===== src/rtl/sm83_seq_param.sv =====
// Parametrised SM83 machine-cycle / T-state sequencer: one-hot M and T strobes,
// stall, T resync, and sticky overflow / protocol-error flags.
module sm83_seq_param #(
  parameter int unsigned MCYC    = 6,
  parameter int unsigned TSTATES = 4,
  localparam int unsigned MW     = $clog2(MCYC)
) (
  input  logic               clk,
  input  logic               nreset,
  input  logic               ncyc,
  input  logic               stall,
  input  logic               set_m1,
  output logic [MCYC-1:0]    m,
  output logic [TSTATES-1:0] t,
  output logic [MW-1:0]      m_idx,
  output logic               t_last,
  output logic               m_end,
  output logic               m_ovf,
  output logic               proto_err
);

  if (MCYC < 2 || MCYC > 16) begin : g_bad_mcyc
    $error("sm83_seq_param: MCYC=%0d outside 2..16", MCYC);
  end
  if (TSTATES < 2 || TSTATES > 8) begin : g_bad_tstates
    $error("sm83_seq_param: TSTATES=%0d outside 2..8", TSTATES);
  end

  assign t_last = t[TSTATES-1];
  assign m_end  = t_last && !stall;

  always_ff @(posedge clk or negedge nreset) begin
    if (!nreset) begin
      t         <= TSTATES'(1);
      m         <= MCYC'(1);
      m_idx     <= '0;
      m_ovf     <= 1'b0;
      proto_err <= 1'b0;
    end else begin
      if (ncyc) begin
        t <= TSTATES'(1);
      end else if (!stall) begin
        t <= {t[TSTATES-2:0], t[TSTATES-1]};
      end

      // M only moves on the unstalled last T-state; ncyc does not gate it.
      if (m_end) begin
        if (set_m1) begin
          m     <= MCYC'(1);
          m_idx <= '0;
        end else if (!m[MCYC-1]) begin
          m     <= {m[MCYC-2:0], 1'b0};
          m_idx <= m_idx + MW'(1);
        end else begin
          m_ovf <= 1'b1;
        end
      end

      if (set_m1 && !t_last) begin
        proto_err <= 1'b1;
      end
    end
  end

  a_t_onehot: assert property (@(posedge clk) disable iff (!nreset) $onehot(t));
  a_m_onehot: assert property (@(posedge clk) disable iff (!nreset) $onehot(m));
  a_m_idx:    assert property (@(posedge clk) disable iff (!nreset) m == (MCYC'(1) << m_idx));
  a_m_end:    assert property (@(posedge clk) disable iff (!nreset) !m_end || t_last);

endmodule


===== config.mk =====
export PLATFORM = sky130hd
export DESIGN_NAME = sm83_seq_param
export DESIGN_NICKNAME = d
export VERILOG_FILES = /design/src/rtl/sm83_seq_param.sv
export SDC_FILE = /design/constraint.sdc
export NUM_CORES = 1
export LEC_CHECK = 0
export CAP_MARGIN = 0
export CORE_MARGIN = 8
export CORE_UTILIZATION = 47
export CTS_BUF_LIST = sky130_fd_sc_hd__clkbuf_4 sky130_fd_sc_hd__clkbuf_8
export DETAILED_ROUTE_END_ITERATION = 12
export HOLD_SLACK_MARGIN = 0.12
export PLACE_DENSITY = 0.82
export SYNTH_ARGS = -nofsm -noshare
export SYNTH_HDL_FRONTEND = slang
export SYNTH_SLANG_ARGS = --single-unit

===== constraint.sdc =====
create_clock -name clk -period 1.4 [get_ports clk]
set_input_delay 0.42 -clock clk [delete_from_list [all_inputs] [get_ports clk]]
set_output_delay 0.42 -clock clk [all_outputs]
set_load 0.03 [all_outputs]

==> key figures, run 1 <==
Critical path
  • Launching element type of the critical path: flop
  • Capturing element type of the critical path: output pin
  • FF-to-FF setup slack: about 180 ps
  • Endpoint required time on the critical path: 980 ps
  • FF-to-FF Start: t[3]$_DFFE_PN0P_
  • Reg-to-reg endpoint: m_idx[1]$_DFFE_PN0P_
  • Maximum fanout along the worst path: 2
  • Arrival time at the worst endpoint: 1000 ps
  • Category of the critical setup timing path: flop to output pin
  • R2r worst-path depth: 6

Yosys
  • Post-synth EDFFs: 0
  • Commonest register cell after synthesis: sky130_fd_sc_hd__dfrtp_1
  • Synth async-reset ratio: 100%
  • Most repeated cell in the gate-level netlist after synthesis: sky130_fd_sc_hd__dfrtp_1
  • Fraction of the yosys area taken by sequential cells: 53.5%
  • Area share of the largest cell type after synthesis: 46.0%
  • Leading cell types by total area after synthesis: sky130_fd_sc_hd__dfrtp_1 46%, sky130_fd_sc_hd__o21ai_1 7.8%, sky130_fd_sc_hd__dfstp_2 7.4%, sky130_fd_sc_hd__mux2i_1 4.2%, sky130_fd_sc_hd__nand2b_4 3.9%
  • Count of unique library cells instantiated by Yosys: 24
  • Top cell type by total area after synthesis: sky130_fd_sc_hd__dfrtp_1
  • List of most frequent post-synthesis cells: 13 x sky130_fd_sc_hd__dfrtp_1, 11 x sky130_fd_sc_hd__o21ai_1, 6 x sky130_fd_sc_hd__nand2_1
  • Mapped Area: between 700 and 800 um^2
  • Number of warnings reported in the yosys synthesis log: 0
  • Seq cells post-synth: 15
  • Post-synthesis cell count: 60
  • Syn_area_per_cell: approximately 12 um^2
  • Post-synthesis net count: 66

Timing
  • Highest clock rate: a little over 700 MHz
  • Final Max Slew Viols: 0
  • Slew at the pin with the worst max-slew slack: 237 ps
  • Final period util: 101%
  • Worst hold slack after final layout: ~440 ps
  • Endpoints failing setup: 1
  • Final hold vios: 0
  • Final worst-path setup slack: -17.4 ps
  • Unrepaired setup endpoints after global routing: true
  • Worst clock skew: 6.47 ps
  • Max transition margin: roughly 84%
  • Time the final worst path needs with I/O delays and setup: 1420 ps

Place
  • Worst setup timing slack at the placement stage: -298 ps
  • Number of placed cells counting well taps: 100
  • HPWL after DPL: roughly 1.1 mm
  • Global placer's final weighted congestion: 0.702
  • I/O Buffers: 21

Die
  • Initial Utilization: 48.6%
  • Die area: approximately 3000 um^2
  • Die width: about 55 um
  • Die span in y: 54.8 um
  • Core area: about 1500 um^2
  • Top-Level Pins: 22
  • Number of placement rows: 14

Power and ir drop
  • Portion of total power attributed to the clock network: roughly a quarter
  • Static Leakage: between 0.4 and 0.5 nW
  • Combinational fraction of design power: a little under a quarter
  • Power density cells: about 1000 nW/um^2
  • Switching Share: roughly 29%
  • Tot Pwr: approximately 990 uW
  • Worst IR Drop VDD: approximately 560 uV
  • Switching power of the nets: roughly 290 uW
  • Internal power: approximately 710 uW
  • Reg power frac: between 50% and 60%

Hold path
  • Hold crit path type: primary input to async pin

CTS
  • TritonCTS Buffers: 3
  • Count of H-tree levels built during CTS: 1
  • Total number of clock tree sinks: 15
  • Clock latency on the worst-skew pair: about 270 ps
  • TritonCTS clock tree: done
  • Buffer type at the clock tree root: sky130_fd_sc_hd__clkbuf_4
  • Number of buffers on the longest clock path: 2
  • Clock-pin slew of the registers on the worst-case setup and hold paths: ~90 ps

Global route
  • Number of antenna violations at the first check in global routing: 0
  • Via count of the first global-routing pass: just over 500
  • First-pass GRT wire length: about 2.4 mm
  • Global-route usage over all layers: around 11%
  • GRT overflow: 0
  • Pin count of the biggest net entering global routing: 16

Routing
  • Routed Wire Length: between 1.5 and 2 mm
  • Wirelength per Cell: roughly 14 um
  • Number of remaining DRC errors: 0
  • 1st-iter DRT viols: 9
  • Vias post-DR: roughly 570
  • Post-detailed-route count of antenna-violating nets: 0
  • Detailed Routing Iterations Pass 1: 6
  • Post-DR vias/cell: ~5.2

Flow run
  • Max-cap check violation count: 0

Status
  • Violated checks: setup timing
  • Outcome: finished with violations

Final layout
  • Final layout net count: a little under 100
  • Area growth, synth to finish: 40.4%
  • Fillers: between 100 and 150
  • Diode insertion count for antenna repair: 0
  • Non-filler cells, final: around 110
  • Share of layout cells above drive strength 1: ~46%
## placed cells by master (no fill, tap or decap)
master | netlist | final
sky130_fd_sc_hd__nor2b_1 | 1 | 1
sky130_fd_sc_hd__clkdlybuf4s50_1 | 0 | 3
sky130_fd_sc_hd__a22o_1 | 1 | 1
sky130_fd_sc_hd__dlygate4sd2_1 | 0 | 1
sky130_fd_sc_hd__o41ai_2 | 1 | 1
sky130_fd_sc_hd__o31ai_2 | 1 | 1
sky130_fd_sc_hd__nor3b_2 | 1 | 1
sky130_fd_sc_hd__buf_6 | 1 | 6
sky130_fd_sc_hd__a21o_1 | 2 | 2
sky130_fd_sc_hd__a22oi_2 | 1 | 1
sky130_fd_sc_hd__and2b_1 | 1 | 1
sky130_fd_sc_hd__dfrtp_2 | 0 | 1
sky130_fd_sc_hd__o21ai_1 | 11 | 11
sky130_fd_sc_hd__inv_1 | 1 | 1
sky130_fd_sc_hd__nand2b_1 | 1 | 1
sky130_fd_sc_hd__dfstp_2 | 2 | 2
sky130_fd_sc_hd__ha_1 | 1 | 1
sky130_fd_sc_hd__nand2_1 | 6 | 6
sky130_fd_sc_hd__dfrtp_1 | 13 | 12
sky130_fd_sc_hd__nand2b_4 | 2 | 2
sky130_fd_sc_hd__buf_4 | 1 | 22
sky130_fd_sc_hd__clkbuf_4 | 0 | 4
sky130_fd_sc_hd__a21oi_1 | 3 | 3
sky130_fd_sc_hd__nor2_1 | 3 | 3
sky130_fd_sc_hd__clkinv_8 | 1 | 1
sky130_fd_sc_hd__mux2i_1 | 3 | 3
## critical path, cell delays in order, from the launching register on
cell,delay (ps)
sky130_fd_sc_hd__dfrtp_1,420
sky130_fd_sc_hd__nand2b_4,120
sky130_fd_sc_hd__clkinv_8,50
sky130_fd_sc_hd__buf_6,130
## worst max path at each step
| stage | start | to | slack, ps | depth (start not counted) |
|---|---|---|---|---|
| 6_report | t[3]$_DFFE_PN0P_ | m_end | -20 | 3 |
| 5_1_grt | t[3]$_DFFE_PN0P_ | m_end | -50 | 3 |
| 4_1_cts | t[3]$_DFFE_PN0P_ | m_end | -30 | 3 |
| 3_5_place_dp | stall | m_end | -300 | 4 |
| 3_3_place_gp | stall | m_end | -290 | 4 |
| 2_1_floorplan | stall | m_end | 90 | 4 |
## sequential cells by signal, summed over array words and instances, names as in the netlist
signal     count
proto_err      1
m_ovf          1
m_idx          3
m              6
t              4
## kinds of logic after synthesis
group / after synthesis / share of synthesized area [%]
compound gates: 20 / 19.1
simple gates: 15 / 13.3
mux: 3 / 4.25
fa+ha+maj: 1 / 1.77
buf+inv: 6 / 8.14
flops: 15 / 53.5
## final cells by class
| type | instances | area (um^2) | share of cell area, % |
|---|---|---|---|
| flip-flops and latches | 15 | 379 | 38.2 |
| inverters | 2 | 20.0 | 2.02 |
| clock buffers | 4 | 30.0 | 3.03 |
| well taps | 16 | 20.0 | 2.02 |
| repair buffers | 32 | 272 | 27.4 |
| multi-input cells | 39 | 272 | 27.4 |
## through the flow
stage | util, % | TNS [ps] | instance area, um^2
global route | 68.2 | -114 | 992
floorplan | - | 0 | 707
CTS | 67.1 | -29.2 | 976
global placement | 62.6 | -1780 | 910
finish | 68.2 | -17.4 | 992
detailed placement | 62.6 | -1980 | 910
## metal layers
layer / global-route usage [%] / routed length (um) / share of wire (%)
met5: 0 / 0 / 0
met4: 6.15 / 27 / 1.8
met3: 1.90 / 84 / 5.5
met2: 18.1 / 774 / 51
met1: 12.8 / 641 / 42
## repair_timing
| item | 4_1_cts | 5_1_grt |
|---|---|---|
| endpoints found under the setup margin | 5 | 6 |
| endpoints found under the hold margin | 0 | 0 |
| pin swaps | 0 | 0 |
| setup buffers | 2 | 2 |
| hold buffers | 0 | 0 |
| resized for setup | 7 | 1 |
## power groups by stage
stage	clock [mW]	sequential [mW]	combinational, mW
floorplan	0	0.567	0.0654
global route	0.281	0.508	0.246
global placement	0	0.507	0.210
detailed placement	0	0.510	0.213
finish	0.257	0.503	0.231
CTS	0.265	0.504	0.222
(Power assumes the default switching activity.)
==> inputs of run 2 (changes only) <==
Settings changed: RECOVER_POWER from default to 25.
==> key figures, run 2 (synthesized netlist as in run 1, its figures left out) <==
Timing
  • Final Max Slew Viols: 0
  • Final period util: 101%
  • Time the final worst path needs with I/O delays and setup: 1420 ps
  • Final hold vios: 0
  • Highest clock rate: 705 MHz
  • Max transition margin: about 47%
  • Worst clock skew: around 7.4 ps
  • Endpoints failing setup: 1
  • Unrepaired setup endpoints after global routing: true
  • Slew at the pin with the worst max-slew slack: 796 ps
  • Final worst-path setup slack: -18.7 ps

Die
  • Number of placement rows: 14
  • Core area: approximately 1500 um^2
  • Die span in y: between 50 and 60 um
  • Die width: ~55 um
  • Initial Utilization: between 40% and 50%
  • Top-Level Pins: 22
  • Die area: ~3000 um^2

CTS
  • Number of buffers on the longest clock path: 2
  • Number of hold buffers added after CTS: 0
  • Buffer type at the clock tree root: sky130_fd_sc_hd__clkbuf_4
  • Total number of clock tree sinks: 15
  • TritonCTS Buffers: 3
  • Clock-pin slew of the registers on the worst-case setup and hold paths: approximately 90 ps
  • Clock latency on the worst-skew pair: approximately 270 ps
  • Count of H-tree levels built during CTS: 1
  • TritonCTS clock tree: done

Place
  • Number of placed cells counting well taps: 100
  • I/O Buffers: 21
  • Global placer's final weighted congestion: ~0.70
  • HPWL after DPL: ~1.1 mm

Routing
  • DR WL met2: ~770 um
  • Total routed wire length on the met1 layer: a little over 600 um
  • Wirelength per Cell: between 10 and 15 um
  • Post-detailed-route count of antenna-violating nets: 0
  • 1st-iter DRT viols: 9
  • Number of remaining DRC errors: 0
  • Top layer used by detailed routing: met4
  • Met3 wire len: approximately 110 um
  • Routed Wire Length: between 1.5 and 2 mm
  • Detailed Routing Iterations Pass 1: 4
  • Post-DR vias/cell: about 5.3
  • Vias post-DR: between 500 and 600

Status
  • Violated checks: setup timing
  • Outcome: finished with violations

Global route
  • Pin count of the biggest net entering global routing: 16
  • Via count of the first global-routing pass: 513
  • GRT overflow: 0
  • Number of antenna violations at the first check in global routing: 0
  • Global-route usage over all layers: a little over a tenth
  • First-pass GRT wire length: approximately 2.4 mm

Hold path
  • Hold crit path type: flop to flop

Final layout
  • Diode insertion count for antenna repair: 0
  • Non-filler cells, final: 108
  • Register bank with the most flops: m
  • Most used cells in the layout excluding fill and tap cells: 21 x sky130_fd_sc_hd__buf_4, 12 x sky130_fd_sc_hd__dfrtp_1, 11 x sky130_fd_sc_hd__o21ai_1, 6 x sky130_fd_sc_hd__nand2_1, 6 x sky130_fd_sc_hd__buf_6
  • Registers with the most flip-flops: m: 6 flops, t: 4 flops, m_idx: 3 flops
  • Max FFs per register: 6
  • Share of layout cells above drive strength 1: between 40% and 50%
  • Fillers: approximately 110
  • Final layout net count: 99
  • Area growth, synth to finish: 39.8%
  • Most frequent standard cell in the layout excluding fill and tap cells: sky130_fd_sc_hd__buf_4

Critical path
  • Arrival time at the worst endpoint: 1000 ps
  • FF-to-FF setup slack: ~180 ps
  • Category of the critical setup timing path: flop to output pin
  • Capturing element type of the critical path: output pin
  • Maximum fanout along the worst path: 2
  • Launching element type of the critical path: flop
  • Endpoint required time on the critical path: 980 ps

Power and ir drop
  • Static Leakage: about 0.48 nW
  • Worst IR Drop VDD: 564 uV
  • Power density cells: approximately 1000 nW/um^2
  • Tot Pwr: ~990 uW

Flow run
  • Max-cap check violation count: 0
run 2: critical path, stage by stage (launching register included):
cell and delay [ps]:
sky130_fd_sc_hd__dfrtp_1 420, sky130_fd_sc_hd__nand2b_4 120, sky130_fd_sc_hd__clkinv_8 50, sky130_fd_sc_hd__buf_6 130
run 2: worst paths after layout:
| kind | startpoint | to | depth (start not counted) |
|---|---|---|---|
| setup reg to reg | t[3]$_DFFE_PN0P_ | m_idx[1]$_DFFE_PN0P_ | 6 |
| hold / removal | proto_err$_DFFE_PN0P_ | proto_err$_DFFE_PN0P_ | 1 |
| setup / recovery | t[3]$_DFFE_PN0P_ | m_end | 3 |
| hold reg to reg | proto_err$_DFFE_PN0P_ | proto_err$_DFFE_PN0P_ | 1 |
| max in group asynchronous | nreset | m[5]$_DFFE_PN0P_ | 2 |
| min in group asynchronous | nreset | t[1]$_DFFE_PN0P_ | 2 |
run 2: layout make-up:
type                    count  area, um^2  share of cell area (%)
clock buffers               4        30.0                    3.04
inverters                   2        20.0                    2.03
multi-input cells          39         272                    27.5
flip-flops and latches     15         379                    38.4
well taps                  16        20.0                    2.03
repair buffers             32         268                    27.1
run 2: report_power, final:
part           total, mW  internal, mW  leakage [nW]  switching [mW]
Combinational      0.229         0.105         0.272           0.124
Clock              0.258         0.130        0.0184           0.129
Sequential         0.503         0.469         0.189          0.0335
Total              0.990         0.704         0.479           0.286
run 2: what timing repair did:
action / CTS / global route
buffers inserted: 2 / 2
endpoints found under the setup margin: 5 / 6
pin swaps: 0 / 0
resized for setup: 7 / 1
run 2: per-layer routing:
| metal | global-route usage, % | vias up |
|---|---|---|
| met1 | 12.8 | 271 |
| li1 | - | 272 |
| met3 | 1.90 | 4 |
| met2 | 18.1 | 27 |
| met5 | 0 | - |
| met4 | 6.15 | 0 |
run 2: metrics by stage:
step	area, um^2	TNS, ps	setup slack (ps)	util [%]	hold WS [ps]
5_1_grt	988	-133	-54.0	68.0	500
3_3_place_gp	910	-1780	-288	62.6	443
2_1_floorplan	707	0	94.9	-	124
6_report	988	-18.7	-18.7	68.0	460
4_1_cts	976	-29.2	-29.2	67.1	448
3_5_place_dp	910	-1980	-298	62.6	446
